`src/rtl/sleep_sched_pkg.sv`:
```
`default_nettype none
// ============================================================================
// Module   : sleep_sched_pkg
// Brief    : Shared state encoding and stats widths for the sleep scheduler.
// Revision : 1.0 - initial release
// ============================================================================
package sleep_sched_pkg;

    typedef enum logic [2:0] {
        ST_OFF       = 3'd0,
        ST_RUN       = 3'd1,
        ST_IDLE_WAIT = 3'd2,
        ST_DRAIN     = 3'd3,
        ST_SLEEP     = 3'd4,
        ST_WAKE      = 3'd5
    } state_t;

    localparam int STATS_CYC_W = 32;
    localparam int STATS_CNT_W = 16;

    function automatic int max_int(input int a, input int b);
        return (a > b) ? a : b;
    endfunction

endpackage
`default_nettype wire

```
`src/rtl/sleep_sched_rr_arbiter.sv`:
```
`default_nettype none
// ============================================================================
// Module   : rr_arbiter
// Brief    : Round-robin grant holder; one zero-grant cycle between grantees.
// Revision : 1.0 - initial release
// ============================================================================
module rr_arbiter #(
    parameter int NUM_REQ = 4
) (
    input  logic                       clk_ungated_i,
    input  logic                       resetn,
    input  logic [NUM_REQ-1:0]         req,
    input  logic                       en,
    input  logic                       release_gnt,
    output logic [NUM_REQ-1:0]         gnt,
    output logic [$clog2(NUM_REQ)-1:0] ptr
);

    localparam int PTR_W = $clog2(NUM_REQ);

    logic [NUM_REQ-1:0] r_gnt;
    logic [PTR_W-1:0]   r_ptr;
    logic [NUM_REQ-1:0] w_mask;
    logic [NUM_REQ-1:0] w_src;
    logic [NUM_REQ-1:0] w_pick;
    logic [PTR_W-1:0]   w_next_ptr;

    // Requests at or above the pointer take precedence; otherwise wrap to the lowest.
    always_comb begin
        w_mask     = '0;
        w_next_ptr = '0;
        for (int i = 0; i < NUM_REQ; i++) begin
            w_mask[i] = (PTR_W'(i) >= r_ptr);
            if (r_gnt[i]) begin
                w_next_ptr = (i == NUM_REQ - 1) ? '0 : PTR_W'(i + 1);
            end
        end
        w_src  = (|(req & w_mask)) ? (req & w_mask) : req;
        w_pick = w_src & (~w_src + NUM_REQ'(1));
    end

    always_ff @(posedge clk_ungated_i or negedge resetn) begin
        if (!resetn) begin
            r_gnt <= '0;
            r_ptr <= '0;
        end else if (|r_gnt) begin
            if (release_gnt) begin
                r_gnt <= '0;
                r_ptr <= w_next_ptr;
            end else if (!en) begin
                r_gnt <= '0;
            end
        end else if (en) begin
            r_gnt <= w_pick;
        end
    end

    assign gnt = r_gnt;
    assign ptr = r_ptr;

endmodule
`default_nettype wire

```
`src/rtl/sleep_sched.sv`:
```
`default_nettype none
// ============================================================================
// Module   : sleep_sched
// Brief    : Core clock-gate power-state scheduler with drain handshake and
//            round-robin service grant. SLEEP_SCHED_STATS_EN adds sleep stats.
// Revision : 1.0 - initial release
// ============================================================================
module sleep_sched
    import sleep_sched_pkg::*;
#(
    parameter int NUM_REQ     = 4,
    parameter int IDLE_CYCLES = 38,
    parameter int WAKE_CYCLES = 2
) (
    input  logic                   clk_ungated_i,
    input  logic                   resetn,
    input  logic                   fetch_enable_i,
    input  logic [NUM_REQ-1:0]     req_i,
    input  logic                   core_idle_i,
    input  logic                   drain_ack_i,
    output logic                   drain_req_o,
    output logic                   clock_en_o,
    output logic                   core_sleep_o,
    output logic [NUM_REQ-1:0]     gnt_o,
    output logic [2:0]             state_o,
    output logic [STATS_CYC_W-1:0] sleep_cycles_o,
    output logic [STATS_CNT_W-1:0] sleep_count_o
);

    localparam int MAX_CYC = max_int(IDLE_CYCLES, WAKE_CYCLES);
    localparam int CNT_W   = ($clog2(MAX_CYC) < 1) ? 1 : $clog2(MAX_CYC);
    localparam int PTR_W   = $clog2(NUM_REQ);

    localparam logic [CNT_W-1:0] c_idle_last = CNT_W'(IDLE_CYCLES - 1);
    localparam logic [CNT_W-1:0] c_wake_last = CNT_W'(WAKE_CYCLES - 1);

    state_t             r_state;
    state_t             w_state_nxt;
    logic [CNT_W-1:0]   r_cnt;
    logic [CNT_W-1:0]   w_cnt_nxt;
    logic               r_fetch_en;
    logic               w_any_req;
    logic               w_release;
    logic [PTR_W-1:0]   w_unused_ptr;

    assign w_any_req = |req_i;
    assign w_release = |(gnt_o & ~req_i);

    always_comb begin
        w_state_nxt = r_state;
        case (r_state)
            ST_OFF:       if (fetch_enable_i || r_fetch_en) w_state_nxt = ST_RUN;
            ST_RUN:       if (!w_any_req && core_idle_i)    w_state_nxt = ST_IDLE_WAIT;
            ST_IDLE_WAIT: begin
                if (w_any_req || !core_idle_i) w_state_nxt = ST_RUN;
                else if (r_cnt == c_idle_last) w_state_nxt = ST_DRAIN;
            end
            // A request beats a same-cycle drain acknowledge.
            ST_DRAIN: begin
                if (w_any_req)        w_state_nxt = ST_RUN;
                else if (drain_ack_i) w_state_nxt = ST_SLEEP;
            end
            ST_SLEEP:     if (w_any_req)             w_state_nxt = ST_WAKE;
            ST_WAKE:      if (r_cnt == c_wake_last)  w_state_nxt = ST_RUN;
            default:      w_state_nxt = ST_OFF;
        endcase

        // One counter serves both IDLE_WAIT and WAKE; any transition restarts it.
        w_cnt_nxt = '0;
        if (w_state_nxt == r_state &&
            (r_state == ST_IDLE_WAIT || r_state == ST_WAKE)) begin
            w_cnt_nxt = r_cnt + CNT_W'(1);
        end
    end

    always_ff @(posedge clk_ungated_i or negedge resetn) begin
        if (!resetn) begin
            r_state    <= ST_OFF;
            r_cnt      <= '0;
            r_fetch_en <= 1'b0;
        end else begin
            r_state    <= w_state_nxt;
            r_cnt      <= w_cnt_nxt;
            r_fetch_en <= r_fetch_en | fetch_enable_i;
        end
    end

    rr_arbiter #(
        .NUM_REQ (NUM_REQ)
    ) u_rr_arbiter (
        .clk_ungated_i (clk_ungated_i),
        .resetn        (resetn),
        .req           (req_i),
        .en            (r_state == ST_RUN),
        .release_gnt   (w_release),
        .gnt           (gnt_o),
        .ptr           (w_unused_ptr)
    );

    assign state_o      = r_state;
    assign drain_req_o  = (r_state == ST_DRAIN);
    assign core_sleep_o = (r_state == ST_SLEEP);
    assign clock_en_o   = (r_state == ST_RUN) || (r_state == ST_IDLE_WAIT) ||
                          (r_state == ST_DRAIN) || (r_state == ST_WAKE);

`ifdef SLEEP_SCHED_STATS_EN
    logic [STATS_CYC_W-1:0] r_sleep_cycles;
    logic [STATS_CNT_W-1:0] r_sleep_count;

    always_ff @(posedge clk_ungated_i or negedge resetn) begin
        if (!resetn) begin
            r_sleep_cycles <= '0;
            r_sleep_count  <= '0;
        end else begin
            if (r_state == ST_SLEEP && !(&r_sleep_cycles)) begin
                r_sleep_cycles <= r_sleep_cycles + STATS_CYC_W'(1);
            end
            if (r_state == ST_DRAIN && w_state_nxt == ST_SLEEP && !(&r_sleep_count)) begin
                r_sleep_count <= r_sleep_count + STATS_CNT_W'(1);
            end
        end
    end

    assign sleep_cycles_o = r_sleep_cycles;
    assign sleep_count_o  = r_sleep_count;
`else
    assign sleep_cycles_o = '0;
    assign sleep_count_o  = '0;
`endif

endmodule
`default_nettype wire
```
`config.mk`:
```
export PLATFORM = sky130hd
export DESIGN_NAME = sleep_sched
export DESIGN_NICKNAME = d
export VERILOG_FILES = /design/src/rtl/sleep_sched_pkg.sv /design/src/rtl/sleep_sched_rr_arbiter.sv /design/src/rtl/sleep_sched.sv
export SDC_FILE = /design/constraint.sdc
export NUM_CORES = 1
export LEC_CHECK = 0
export CAP_MARGIN = 0
export CORE_ASPECT_RATIO = 1.1
export CORE_UTILIZATION = 45
export CTS_BUF_LIST = sky130_fd_sc_hd__clkbuf_8
export DETAILED_ROUTE_END_ITERATION = 8
export GPL_TIMING_DRIVEN = 0
export PLACE_DENSITY_LB_ADDON = 0.25
export SETUP_SLACK_MARGIN = 0.2
export SYNTH_ARGS = -nofsm -noshare
export SYNTH_HDL_FRONTEND = slang
export SYNTH_SLANG_ARGS = --single-unit
```
`constraint.sdc`:
```
create_clock -name clk_ungated_i -period 4.55 [get_ports clk_ungated_i]
set_input_delay 0.91 -clock clk_ungated_i [delete_from_list [all_inputs] [get_ports clk_ungated_i]]
set_output_delay 0.91 -clock clk_ungated_i [all_outputs]
set_load 0.03 [all_outputs]
```
==> results of run 1 <==
worst max-delay path, cell delays in order, from the launching register on:
cell	delay [ns]
dfrtp_1	0.38
clkbuf_1	0.35
inv_1	0.21
o21ai_0	0.20
clkdlybuf4s50_1	0.69
kinds of logic after synthesis:
family / count (synthesis) / share of synthesized area
fa+ha+maj: 2 / 0.0182
flops: 16 / 0.291
simple gates: 53 / 0.201
compound gates: 28 / 0.166
other cells: 1 / 0.00273
buf+inv: 58 / 0.289
xor+xnor: 5 / 0.0319
flip-flops by register name, summed over array words and instances, names as in the netlist:
name,flops
r_cnt,6
u_rr_arbiter.gnt,4
state_o,3
u_rr_arbiter.ptr,2
r_fetch_en,1
where the power goes:
| part | internal [mW] | leakage (nW) | switching, mW |
|---|---|---|---|
| combinational | 0.126 | 0.698 | 0.171 |
| sequential | 0.167 | 0.207 | 0.0337 |
| clock | 0.0767 | 0.0288 | 0.0492 |
per-layer routing:
layer / GRT usage / wire (µm) / vias up
li1: - / - / 602
met4: 0.0549 / 24 / 0
met3: 0.0229 / 190 / 2
met1: 0.206 / 1100 / 504
met2: 0.275 / 1330 / 56
met5: 0 / 0 / -
through the flow:
stage	setup slack, ns	hold slack, ns
global placement	1.67	0.471
detailed placement	1.64	0.470
CTS	1.57	0.486
floorplan	1.97	0.451
global route	1.42	0.526
finish	1.56	0.482
worst paths after layout:
path / slack [ns] / depth (start not counted) / endpoint / startpoint
min reg2reg: 0.48 / 1 / r_fetch_en / r_fetch_en
max: 1.56 / 4 / clock_en_o / state_o[0]
max in group asynchronous: 3.00 / 1 / u_rr_arbiter.gnt[0] / resetn
min: 0.48 / 1 / r_fetch_en / r_fetch_en
min in group asynchronous: 1.09 / 1 / state_o[0] / resetn
max reg2reg: 2.51 / 6 / r_cnt[5] / r_cnt[1]
cells in the final DEF, fill, tap and decap left out, drive strengths merged, types with 3 or more instances in the layout:
cell type,instances
conb,48
o21ai,5
clkdlybuf4s50,18
nor4,3
nand2,13
buf,49
a21oi,6
dfrtp,16
nand3,4
nor2,8
xor2,3
nor3,7
clkbuf,6
inv,7
nor2b,4
nand2b,4
area by class of cell:
class / instances / area [µm²]
repair buffers: 18 / 180
inverters: 7 / 26.3
multi-input cells: 136 / 753
plain buffers: 51 / 372
flip-flops and latches: 16 / 400
clock buffers: 4 / 55.1
well taps: 33 / 41.3
fillers: 263 / 1000
==> summary.md, run 1 <==
| Metric | Value |
|---|---|
| Initial DRC count | 50 |
| Final Cycle Share | 0.657 |
| Final Wtd Congestion | 0.895 |
| Die Wd | 54.7 µm |
| Yosys top cell area share | 0.291 |
| Grt ovf | 0 |
| Final nets | 244 |
| CTS Buf Count | 3 |
| Netlist Area Pre-Place | 1380 µm² |
| Final critical-path required period | 2.99 ns |
| Count of pins over their slew limit | 0 |
| PortBufs | 18 |
| Via Count | 1164 |
| Largest net degree at the start of global routing | 17 |
| Layout cells sized above 1 | 0.254 |
| Hold Crit Class | flip-flop to flip-flop |
| Status | complete, no violations |
| Drt drc | 0 |
| FMAX | 334 MHz |
| Post-synthesis async set-or-reset flop share | 1.00 |
| Post-CTS setup buffer count | 0 |
| RSZ-0062 raised after global routing | no |
| Syn_area_per_cell | 8.44 µm² |
| PwrDens | 341 nW/µm² |
| Most common library cells after synthesis | buf_4 (48), dfrtp_1 (16), nand2_1 (13) |
| DIE AREA | 3280 µm² |
| Initial Util | 0.486 |
| Post-synth EDFFs | 0 |
| Crit path DAT | 2.08 ns |
| CP startpoint kind | flip-flop |
| First-pass GRT wire length | 3880 µm |
| Main flop type after synthesis | dfrtp_1 |
| Wirelength per Cell | 9.96 µm |
| CP Capture Type | output port |
| DIE HEIGHT | 60.0 µm |
| Post-synth cell types | 40 |
| Setup_tns | 0 ns |
| Area post-placement | 1770 µm² |
| Synth warn | 0 |
| TritonCTS Sinks | 16 |
| Final-report hold violation count | 0 |
| Yosys reg bits | 16 |
| Worst-Skew Late Latency | 0.25 ns |
| Fin util | 0.646 |
| Clock buffer depth | 2 |
| Number of antenna diodes | 0 |
| Setup violators final | 0 |
| Rel. slew slack | 0.432 |
| TritonCTS clock tree | done |
| CP required | 3.64 ns |
| Placement row count | 20 |
| Worst-path clk slew | 0.07 ns |
| Initial antenna violation count | 0 |
| GRT Util Overall | 0.163 |
| Cells after Synth | 163 |
| Root buffer cell | clkbuf_8 |
| Leakage | 0.934 nW |
| Pwr Total | 0.623 mW |
| Ranking of synthesized cells by area | dfrtp_1 (29%), buf_4 (26%), nand2_1 (3.5%) |
| Setup Skew | 0.00252 ns |
| Actual slew at the worst max-slew pin | 0.844 ns |
| Placed insts | 261 |
| DR pass1 iterations | 4 |
| Total length of routed wires | 2640 µm |
| Fin cells | 265 |
| CTS Hold Bufs | 0 |
| CTS resizes | 0 |
| IO Pins | 67 |
| Crit-path max FO | 10 |
| Sequential share of the synthesized area | 0.291 |
| Most frequent cell after synthesis | buf_4 |
| Core region area | 2830 µm² |
| Final instance area | 1830 µm² |
| Antenna viol nets, final | 0 |
| H-tree Lvls | 1 |
| CP Class | flip-flop to output port |
| Layout area overhead | 32.9% |
| Vias in the first global route | 885 |
| Max VDD drop | 0.253 mV |
| Drt via density | 4.39 |
| Area leader, netlist | dfrtp_1 |
| Max-cap violations | 0 |
| HPWL Detailed | 2030 µm |
Note: power is estimated with default switching activity, not from simulation.
==> run 2, diff against run 1 <==
CORE_UTILIZATION = 38   (was 45)
clock period = 2.6 ns   (was 4.55 ns; I/O delays follow)
==> run 2 against run 1 <==
  * Total power is 76% higher
  * Sequential cell count did not move
  * Worst hold slack gained 0.010 ns
  * Critical endpoint is now drain_req_o
  * Final cell count rose by 5.7%
  * Global-route usage down 1.5 points
  * Utilization down 10 points
  * Largest power group unchanged
  * Sequential power up 75%
  * Clock skew grew 0.0018 ns
==> summary.md, run 2 (synthesized netlist as in run 1, its figures left out) <==
| Metric | Value |
|---|---|
| Hold Crit Class | flip-flop to flip-flop |
| CP Capture Type | output port |
| Final nets | 244 |
| Clock buffer depth | 2 |
| Final-report hold violation count | 0 |
| Final Cycle Share | 0.865 |
| Status | complete, no violations |
| Final Wtd Congestion | 0.876 |
| GRT Util Overall | 0.148 |
| Layout area overhead | 34.6% |
| Setup Skew | 0.00432 ns |
| Wirelength per Cell | 9.65 µm |
| Setup_tns | 0 ns |
| Initial DRC count | 18 |
| FMAX | 444 MHz |
| Initial antenna violation count | 0 |
| Grt ovf | 0 |
| Vias in the first global route | 958 |
| DIE HEIGHT | 65.1 µm |
| Pwr Total | 1.10 mW |
| PwrDens | 594 nW/µm² |
| Number of antenna diodes | 0 |
| Final critical-path required period | 2.25 ns |
| Worst hold slack | 0.493 ns |
| H-tree Lvls | 1 |
| TritonCTS clock tree | done |
| Setup WS pre-CTS | 0.0734 ns |
| Fin util | 0.547 |
| RSZ-0062 raised after global routing | no |
| Final WS setup | 0.350 ns |
| Worst hold path depth | 1 |
| Most frequent cells in the layout | buf_4 (48), conb_1 (48), dfrtp_1 (16), clkdlybuf4s50_1 (15), nand2_1 (13) |
| Crit-path max FO | 9 |
| Layout cells sized above 1 | 0.263 |
| Root buffer cell | clkbuf_8 |
| Worst-Skew Late Latency | 0.26 ns |
| Antenna viol nets, final | 0 |
| Fill cells | 339 |
| Largest net degree at the start of global routing | 17 |
| Core region area | 3390 µm² |
| First-pass GRT wire length | 4330 µm |
| Worst-path clk slew | 0.07 ns |
| Worst Reg2Reg Path Length in Cells | 6 |
| Drt drc | 0 |
| TritonCTS Sinks | 16 |
| CP startpoint kind | flip-flop |
| CP required | 2.08 ns |
| Max-cap violations | 0 |
| HPWL Detailed | 2170 µm |
| Leakage | 0.945 nW |
| Initial Util | 0.406 |
| Setup violators final | 0 |
| CP Class | flip-flop to output port |
| Crit path DAT | 1.73 ns |
| Drt via density | 4.15 |
| Largest register FFs | 6 |
| Via Count | 1161 |
| Max VDD drop | 0.380 mV |
| Die Wd | 59.4 µm |
| Total length of routed wires | 2700 µm |
| DR pass1 iterations | 4 |
| DIE AREA | 3860 µm² |
| Count of pins over their slew limit | 0 |
| CTS Buf Count | 3 |
| Rel. slew slack | 0.515 |
| Placement row count | 22 |
| Largest reg by FF count | r_cnt |
| Actual slew at the worst max-slew pin | 0.725 ns |
| PortBufs | 18 |
| IO Pins | 67 |
-- run 2: cell count changes in the layout (fill, tap and decap cells not counted), sizes merged --
| cell | delta |
|---|---|
| clkdlybuf4s50 | -3 |
| dlygate4sd2 | +3 |
-- run 2: cell type report --
| class | count | area [µm²] | area share |
|---|---|---|---|
| Multi-Input combinational cell | 136 | 759 | 0.410 |
| Sequential cell | 16 | 400 | 0.216 |
| Buffer | 51 | 373 | 0.201 |
| Timing Repair Buffer | 18 | 176 | 0.0953 |
| Tap cell | 48 | 60.1 | 0.0325 |
| Clock buffer | 4 | 55.1 | 0.0297 |
| Inverter | 7 | 26.3 | 0.0142 |
-- run 2: timing repair --
action,4_1_cts,5_1_grt
setup buffers,0,0
endpoints found under the setup margin,3,6
gates resized for setup,4,1
hold buffers,0,0
-- run 2: report_power, final --
part           switching [mW]  internal (mW)
clock                  0.0913          0.135
combinational           0.303          0.221
sequential             0.0575          0.292
-- run 2: worst paths after layout --
kind                       slack (ns)     endpoint  startpoint
max                              0.35  drain_req_o  state_o[2]
min                              0.49   r_fetch_en  r_fetch_en
max reg2reg                      0.56     r_cnt[5]    r_cnt[1]
min reg2reg                      0.49   r_fetch_en  r_fetch_en
max in group asynchronous        1.45     r_cnt[2]      resetn
min in group asynchronous        0.69   r_fetch_en      resetn
-- run 2: critical path, cell delays in order, from the launching register on --
cell and delay [ns]:
dfrtp_1 0.37, clkbuf_1 0.20, nand2b_1 0.27, nor2_1 0.20, dlygate4sd2_1 0.42
-- run 2: through the flow --
step                      instance area [µm²]  std cells
after global routing                     1850        280
after CTS                                1840        280
after global placement                   1790        276
after detailed placement                 1790        276
after floorplan                          1550        210
final                                    1850        280
-- run 2: metal layers --
layer,track usage,routed length [µm],vias to the layer above,share of wire
met5,0,0,-,0
li1,-,-,606,-
met3,0.0276,278,4,0.10
met2,0.228,1220,68,0.45
met4,0.0685,51,0,0.019
met1,0.198,1150,483,0.43
